[config.mk]
export PLATFORM = sky130hd
export DESIGN_NAME = lsu_ctrl
export DESIGN_NICKNAME = d
export VERILOG_FILES = /design/src/rtl/lsu_ctrl.sv
export SDC_FILE = /design/constraint.sdc
export NUM_CORES = 1
export LEC_CHECK = 0
export ABC_AREA = 1
export BUFFER_PORTS_ARGS = -buffer_cell sky130_fd_sc_hd__buf_2
export CAP_MARGIN = 10
export CORE_AREA = 4 4 114 116
export CTS_CLUSTER_SIZE = 28
export DETAILED_ROUTE_END_ITERATION = 8
export DIE_AREA = 0 0 118 120
export GPL_TIMING_DRIVEN = 0
export PLACE_DENSITY_LB_ADDON = 0.3
export SLEW_MARGIN = 0
export SYNTH_ARGS = -nofsm -noshare
export SYNTH_HDL_FRONTEND = slang
export SYNTH_SLANG_ARGS = --single-unit
[constraint.sdc]
create_clock -name clk -period 1.8 [get_ports clk]
set_input_delay 0.45 -clock clk [delete_from_list [all_inputs] [get_ports clk]]
set_output_delay 0.45 -clock clk [all_outputs]
set_load 0.03 [all_outputs]
[src/rtl/lsu_ctrl.sv]
// Load/store unit: formats core requests for the data-memory req/gnt bus and
// tracks one outstanding transaction, reporting misalignment and timeouts.
module lsu_ctrl #(
    parameter int ADDR_WIDTH     = 32,
    parameter int TIMEOUT_CYCLES = 64
) (
    input  logic                  clk,
    input  logic                  rst_n,
    input  logic                  lsu_req_i,
    input  logic                  lsu_we_i,
    input  logic [1:0]            lsu_type_i,
    input  logic                  lsu_sign_ext_i,
    input  logic [ADDR_WIDTH-1:0] lsu_addr_i,
    input  logic [31:0]           lsu_wdata_i,
    output logic                  lsu_busy_o,
    output logic                  lsu_rvalid_o,
    output logic [31:0]           lsu_rdata_o,
    output logic                  lsu_err_misaligned_o,
    output logic                  lsu_err_timeout_o,
    output logic                  data_req,
    input  logic                  data_gnt,
    output logic                  data_we,
    output logic [ADDR_WIDTH-1:0] data_addr,
    output logic [3:0]            data_be,
    output logic [31:0]           data_wdata,
    input  logic                  data_rvalid,
    input  logic [31:0]           data_rdata,
    output logic [1:0]            dbg_state_o
);
    // Bus handshake: data_req rises with all bus fields valid and they stay
    // frozen until the cycle data_gnt is sampled high; one response follows.
    typedef enum logic [1:0] {
        S_IDLE = 2'd0,
        S_REQ  = 2'd1,
        S_WAIT = 2'd2
    } state_t;

    localparam int CW = (TIMEOUT_CYCLES > 0) ? $clog2(TIMEOUT_CYCLES + 1) : 1;
    localparam logic [CW-1:0] CNT_ONE  = CW'(1);
    localparam logic [CW-1:0] CNT_LAST = (TIMEOUT_CYCLES > 0) ? CW'(TIMEOUT_CYCLES - 1) : '0;

    state_t          r_state;
    logic [CW-1:0]   r_cnt;
    logic [1:0]      r_off;
    logic [1:0]      r_type;
    logic            r_sign;

    logic [1:0]      w_off;
    logic            w_misaligned;
    logic            w_tmo;
    logic [31:0]     w_shifted;
    logic [31:0]     w_load_data;

    assign w_off        = lsu_addr_i[1:0];
    assign w_misaligned = (lsu_type_i == 2'b11)
                        | ((lsu_type_i == 2'b01) & w_off[0])
                        | ((lsu_type_i == 2'b10) & (w_off != 2'b00));
    assign w_tmo        = (TIMEOUT_CYCLES != 0) && (r_cnt == CNT_LAST);
    assign w_shifted    = data_rdata >> {r_off, 3'b000};
    assign lsu_busy_o   = (r_state != S_IDLE);
    assign dbg_state_o  = r_state;

    always_comb begin
        w_load_data = w_shifted;
        case (r_type)
            2'b00:   w_load_data = {{24{r_sign & w_shifted[7]}}, w_shifted[7:0]};
            2'b01:   w_load_data = {{16{r_sign & w_shifted[15]}}, w_shifted[15:0]};
            default: w_load_data = w_shifted;
        endcase
    end

    always_ff @(posedge clk or negedge rst_n) begin
        if (!rst_n) begin
            r_state              <= S_IDLE;
            r_cnt                <= '0;
            r_off                <= 2'b00;
            r_type               <= 2'b00;
            r_sign               <= 1'b0;
            lsu_rvalid_o         <= 1'b0;
            lsu_rdata_o          <= 32'h0;
            lsu_err_misaligned_o <= 1'b0;
            lsu_err_timeout_o    <= 1'b0;
            data_req             <= 1'b0;
            data_we              <= 1'b0;
            data_addr            <= '0;
            data_be              <= 4'b0000;
            data_wdata           <= 32'h0;
        end else begin
            lsu_rvalid_o         <= 1'b0;
            lsu_err_misaligned_o <= 1'b0;
            lsu_err_timeout_o    <= 1'b0;
            case (r_state)
                S_IDLE: begin
                    r_cnt <= '0;
                    if (lsu_req_i) begin
                        if (w_misaligned) begin
                            lsu_err_misaligned_o <= 1'b1;
                        end else begin
                            r_state    <= S_REQ;
                            r_off      <= w_off;
                            r_type     <= lsu_type_i;
                            r_sign     <= lsu_sign_ext_i;
                            data_req   <= 1'b1;
                            data_we    <= lsu_we_i;
                            data_addr  <= {lsu_addr_i[ADDR_WIDTH-1:2], 2'b00};
                            data_wdata <= lsu_wdata_i << {w_off, 3'b000};
                            case (lsu_type_i)
                                2'b00:   data_be <= 4'b0001 << w_off;
                                2'b01:   data_be <= 4'b0011 << w_off;
                                default: data_be <= 4'b1111;
                            endcase
                        end
                    end
                end
                S_REQ: begin
                    // Grant beats the timeout when both land in the same cycle.
                    if (data_gnt) begin
                        r_state  <= S_WAIT;
                        data_req <= 1'b0;
                        r_cnt    <= r_cnt + CNT_ONE;
                    end else if (w_tmo) begin
                        r_state           <= S_IDLE;
                        data_req          <= 1'b0;
                        lsu_err_timeout_o <= 1'b1;
                        r_cnt             <= '0;
                    end else begin
                        r_cnt <= r_cnt + CNT_ONE;
                    end
                end
                S_WAIT: begin
                    if (data_rvalid) begin
                        r_state      <= S_IDLE;
                        lsu_rvalid_o <= 1'b1;
                        lsu_rdata_o  <= data_we ? 32'h0 : w_load_data;
                        r_cnt        <= '0;
                    end else if (w_tmo) begin
                        r_state           <= S_IDLE;
                        lsu_err_timeout_o <= 1'b1;
                        r_cnt             <= '0;
                    end else begin
                        r_cnt <= r_cnt + CNT_ONE;
                    end
                end
                default: begin
                    r_state  <= S_IDLE;
                    data_req <= 1'b0;
                    r_cnt    <= '0;
                end
            endcase
        end
    end
endmodule

# ---- Yosys cells after proc, flatten, opt, wreduce, memory -nomap -nowiden
# Index checks and enable logic that the tools add are counted.
dict set report totals {
  reg_bits 117
  latchBits 0
  ramBits 0
  rom_bits 0
  in_bits 105
  output_inout_bits 108
  elab_cells 73
  n_memories 0
}
dict set report classes {
  n_addsub 1
  mul 0
  div 0
  magnitude_cmp 0
  eq_ne 10
  shift 4
  n_mux 27
  bitwise_logic 8
  reduce_logical 9
}
# op count
set ops {}
lappend ops {{32-bit case mux with 2 select lines} 1}
lappend ops {{32-bit two-way mux} 1}
lappend ops {{32-bit by 5-bit left shift with 32-bit output} 1}
lappend ops {{32-bit by 5-bit >> shifter with 32-bit output} 1}
lappend ops {{7-bit two-way mux} 3}
lappend ops {{7-bit case mux with 2 select lines} 1}
lappend ops {{1-bit two-way mux} 12}
lappend ops {{2-bit two-way mux} 5}
lappend ops {{4-bit case mux with 2 select lines} 1}
lappend ops {{7-bit by 1-bit adder with 7-bit output (second input constant)} 1}
lappend ops {{7-bit by 6-bit equality test with 1-bit output (second input constant)} 1}
lappend ops {{2-bit by 1-bit equality test with 1-bit output (second input constant)} 3}
lappend ops {{2-bit equality test (second input constant)} 3}
lappend ops {{2-bit logical NOT} 3}
lappend ops {{2-bit case mux with 3 select lines} 1}
lappend ops {{1-bit AND} 4}
lappend ops {{2-bit inequality test (second input constant)} 2}
lappend ops {{2-bit AND reduction} 2}
lappend ops {{4-bit AND reduction} 1}
lappend ops {{2-bit nonzero test} 2}
lappend ops {{1-bit by 2-bit left shift with 4-bit output (first input constant)} 1}
lappend ops {{2-bit by 2-bit left shift with 4-bit output (first input constant)} 1}
lappend ops {{3-bit inequality test (second input constant)} 1}
lappend ops {{1-bit case mux with 3 select lines} 1}
lappend ops {{4 further kinds} 6}

# ---- Depth between registers and ports, before layout
dict set report logic_depth {
  word_depth 7
  mapped_depth 11
  mapped_depth_nobuf 8
}

# ---- Worst setup path after synthesis
# OpenSTA, ideal clock, no wires.
dict set report synth_timing {
  kind {register to register}
  start {register r_state[0] (netlist: dbg_state_o[0])}
  end {register lsu_rdata_o[17]}
  setup_time_ps 117
  arrival_time_ps 1670
  t_required_ps 1683
  slack_ps 13
  stages_incl_launch_ff 10
  n_path_buf 1
  synth_period_minus_slack_ps 1787
  path_cell_list {dfrtp_1 -> inv_1 -> ha_1 -> nand2_2 -> nor2_4 -> inv_1 -> clkbuf_1 -> a21oi_1 -> nand2_1 -> nand2_1}
}
dict set report synth_between {
  elab_chain_len 2
}
# element line_no
set synth_rtl {}
lappend synth_rtl {{start, declared} 42} ;# state_t r_state;
lappend synth_rtl {{start signal, assigned} 74} ;# r_state <= S_IDLE;
lappend synth_rtl {{start signal, assigned} 99} ;# r_state <= S_REQ;
lappend synth_rtl {{start signal, assigned} 118} ;# r_state <= S_WAIT;
lappend synth_rtl {{2-bit equality test} 92} ;# case (r_state)
lappend synth_rtl {{2-bit AND reduction (no line)} -}
lappend synth_rtl {{end signal, assigned} 134} ;# lsu_rdata_o <= data_we ? 32'h0 : w_load_data;
lappend synth_rtl {{end, declared} 17} ;# output logic [31:0] lsu_rdata_o,
# No other way between the ends.
# A chain may end at the register's enable or synchronous reset.

# ---- Worst setup path in the final report
dict set report layout_timing {
  start {register r_state[1] (netlist: dbg_state_o[1])}
  end {output lsu_busy_o}
}
dict set report layout_between {
  elab_chain_len 1
}
# element line_no
set layout_rtl {}
lappend layout_rtl {{2-bit nonzero test} 60} ;# assign lsu_busy_o = (r_state != S_IDLE);
lappend layout_rtl {{end, declared} 15} ;# output logic lsu_busy_o,
# No other way between the ends.

==> flow_summary.json <==
{
  "cellLeakagePower_nw": 4.484,
  "io_pins": 213,
  "rrSetupSlack_ns": 0.07,
  "most-common-layout-cells": "nand2_1, buf_2, dfrtp_1, nand3_1, o21ai_0",
  "die_y_microns": 120,
  "vdd_drop_max_v": 0.0009315,
  "diodes": 0,
  "grt_pass1_wl_microns": 28650,
  "holdCritPathClass": "in -> reg",
  "cp.required_ns": 1.35,
  "maxCapViolations": 0,
  "die_w_microns": 118,
  "layout.nets": 1132,
  "drc_errors": 0,
  "die_area_sq_um": 14160,
  "post-route-period-util": 0.9830,
  "wl_met2_microns": 8767,
  "wl_met1_microns": 7318,
  "grt_util_all_layers": 0.2523,
  "grt_max_degree": 76,
  "worst_slew_pin_slew_ns": 0.5347,
  "worstPathMaxFanout": 4,
  "reg2regPathDepth": 7,
  "run_status": "complete, no violations",
  "criticalPathCategory": "reg -> out",
  "r2r-end": "r_cnt[3]",
  "crit_path_start_kind": "flop",
  "synth-simple-area-share": 0.3279,
  "dp_cells": 1144,
  "num_vias": 6083,
  "clock_latency_ns": 0.41,
  "period_minus_slack_ns": 1.769,
  "holdCritStartpoint": "lsu_addr_i[15]",
  "hold-path-endpoint": "data_addr[15]",
  "power_mw": 14.54,
  "p_seq_frac": 0.291,
  "synth-seq-cells": 117,
  "stdcell_count": 1182,
  "grt_pass1_vias": 5769,
  "setup_viol": 0,
  "slew_headroom": 0.6435,
  "wl_per_cell_microns": 15.28,
  "fin_area_sq_um": 7939,
  "syn_inst": 786,
  "internal-power_mw": 8.144,
  "htreeDepth": 4,
  "numCtsBuffers": 17,
  "fmax_mhz": 565.1,
  "ys_warn_count": 0,
  "synthMuxAreaShare": 0,
  "ys_types": 31,
  "swShare": 0.4401,
  "r2r-start": "dbg_state_o[1]",
  "synth.largest_area_cell": "dfrtp_1",
  "highest_layer": "met4",
  "comb_power_share": 0.445,
  "setup_slack_ns": 0.03051,
  "clkPwrFrac": 0.264,
  "synthAdderAreaFrac": 0.01058,
  "drt_first_iter_violations": 456,
  "skew_ns": 0.007222,
  "via_per_inst": 5.146,
  "dp_hpwl_microns": 13170,
  "port-buffer-count": 209,
  "wl_met3_microns": 1480,
  "clk_pin_slew_ns": 0.06,
  "p_sw_mw": 6.400,
  "drtAntennaViolNets": 0,
  "place.gp.congestion": 0.9655,
  "finalSetupTns_ns": 0,
  "synth_xor_area_frac": 0.002962,
  "fin_util": 0.6665,
  "avgSynthCellArea_sq_um": 7.525,
  "antenna_found_initial": 0,
  "synth_top_family_by_area": "simple AND/OR/NAND/NOR gates",
  "cts_buffer_depth": 2,
  "synth.area.top_cells": "dfrtp_1, nand2_1, nand3_1, o21ai_0, inv_1",
  "cts_tree": "yes",
  "coreArea_sq_um": 11910,
  "first_pass_iters": 5,
  "clock_sinks": 117,
  "hold_depth": 3,
  "slew_viol_final": 0,
  "rsz0062_at_grt": "false",
  "place_area_sq_um": 7182,
  "arrival_ns": 1.32,
  "drive_above_1_share": 0.2899,
  "final_common_cell": "nand2_1",
  "power_density_nw_per_um2": 1832,
  "routed_wirelength_microns": 18060,
  "hold_viol_final": 0,
  "synth_compound_area_frac": 0.09499,
  "rows": 40,
  "place_ws_ns": -0.2260,
  "grt.overflow.total": 0,
  "synth_top_area_share": 0.4950,
  "cts.root.buffer_cell": "clkbuf_16",
  "initial_core_util": 0.4965,
  "end_kind": "primary output",
  "synthesis.area_sq_um": 5914,
  "yosysSeqAreaShare": 0.4950,
  "hold_ws_ns": 0.2322,
  "syn2layout_area_growth_pct": 34.23
}
-- kinds of logic (layout without fill, tap and decap cells) --
group / after synthesis / count (layout)
flip-flops: 117 / 117
AO/OA/AOI/OAI: 103 / 103
other: 1 / 2
adder cells (fa/ha/maj): 5 / 5
XOR/XNOR: 2 / 2
buffers and inverters: 83 / 331
AND/OR/NAND/NOR: 475 / 475
-- state kept, by name (all words and copies together), names as in the netlist, 2 cells and up --
register     count
r_off            2
data_wdata      32
r_cnt            7
data_be          4
lsu_rdata_o     32
data_addr       30
dbg_state_o      2
r_type           2
-- cells in the mapped netlist --
library cell  instances
nand2_1             385
dfrtp_1             117
nand3_1              59
o21ai_0              59
inv_1                27
a21oi_1              19
clkbuf_1             17
buf_2                15
nor2_1               14
o21a_1                9
a31oi_1               7
buf_4                 7
inv_2                 7
buf_6                 6
ha_1                  5
buf_1                 4
nand2_2               4
o211ai_1              4
nand4_1               3
o21ai_1               3
nand3_4               2
nor2_4                2
nor3b_1               2
xor2_1                2
conb_1                1
nand3_2               1
nand3b_1              1
nor2_2                1
o21bai_1              1
o31ai_1               1
or2_2                 1
-- repair_timing --
item                                    in CTS  in global routing
hold buffers                                 1                  0
endpoints found under the setup margin      24                 21
buffers inserted                             3                  2
pin swaps                                    1                  1
gates resized for setup                      6                 10
hold endpoints to repair                    42                  0
-- critical path, stage by stage (launching register included) --
cell,delay (ns)
dfrtp_2,0.45
inv_2,0.11
ha_4,0.16
inv_2,0.05
buf_6,0.13
-- area by class of cell --
cell class              count  area (sq um)
clock inverters            12         211.5
inverters                  34         127.6
clock buffers              20         456.7
fillers                  1060          3973
plain buffers              49         277.8
flip-flops and latches    117          2929
multi-input cells         587          2619
repair buffers            216          1134
well taps                 147         183.9
-- worst max path at each step --
| stage | start | endpoint |
|---|---|---|
| floorplan | dbg_state_o[0] | lsu_rdata_o[17] |
| global placement | rst_n | data_wdata[11] |
| detailed placement | dbg_state_o[0] | lsu_rdata_o[4] |
| CTS | dbg_state_o[0] | lsu_busy_o |
| global route | dbg_state_o[1] | lsu_busy_o |
| finish | dbg_state_o[1] | lsu_busy_o |
-- power groups by stage --
stage / clock network, mW / registers, mW / logic (mW)
after detailed placement: 0 / 4.24 / 6.31
final: 3.84 / 4.23 / 6.48
after global placement: 0 / 4.22 / 6.21
after floorplan: 0 / 6.14 / 2.44
after global routing: 3.99 / 4.35 / 7.06
after CTS: 3.86 / 4.21 / 6.43
-- layer usage --
metal / vias up / global-route usage
li1: 2973 / -
met1: 2782 / 0.3123
met2: 288 / 0.4287
met3: 40 / 0.06126
met4: 0 / 0.09597
met5: - / 0
Note: power is estimated with default switching activity, not from simulation.
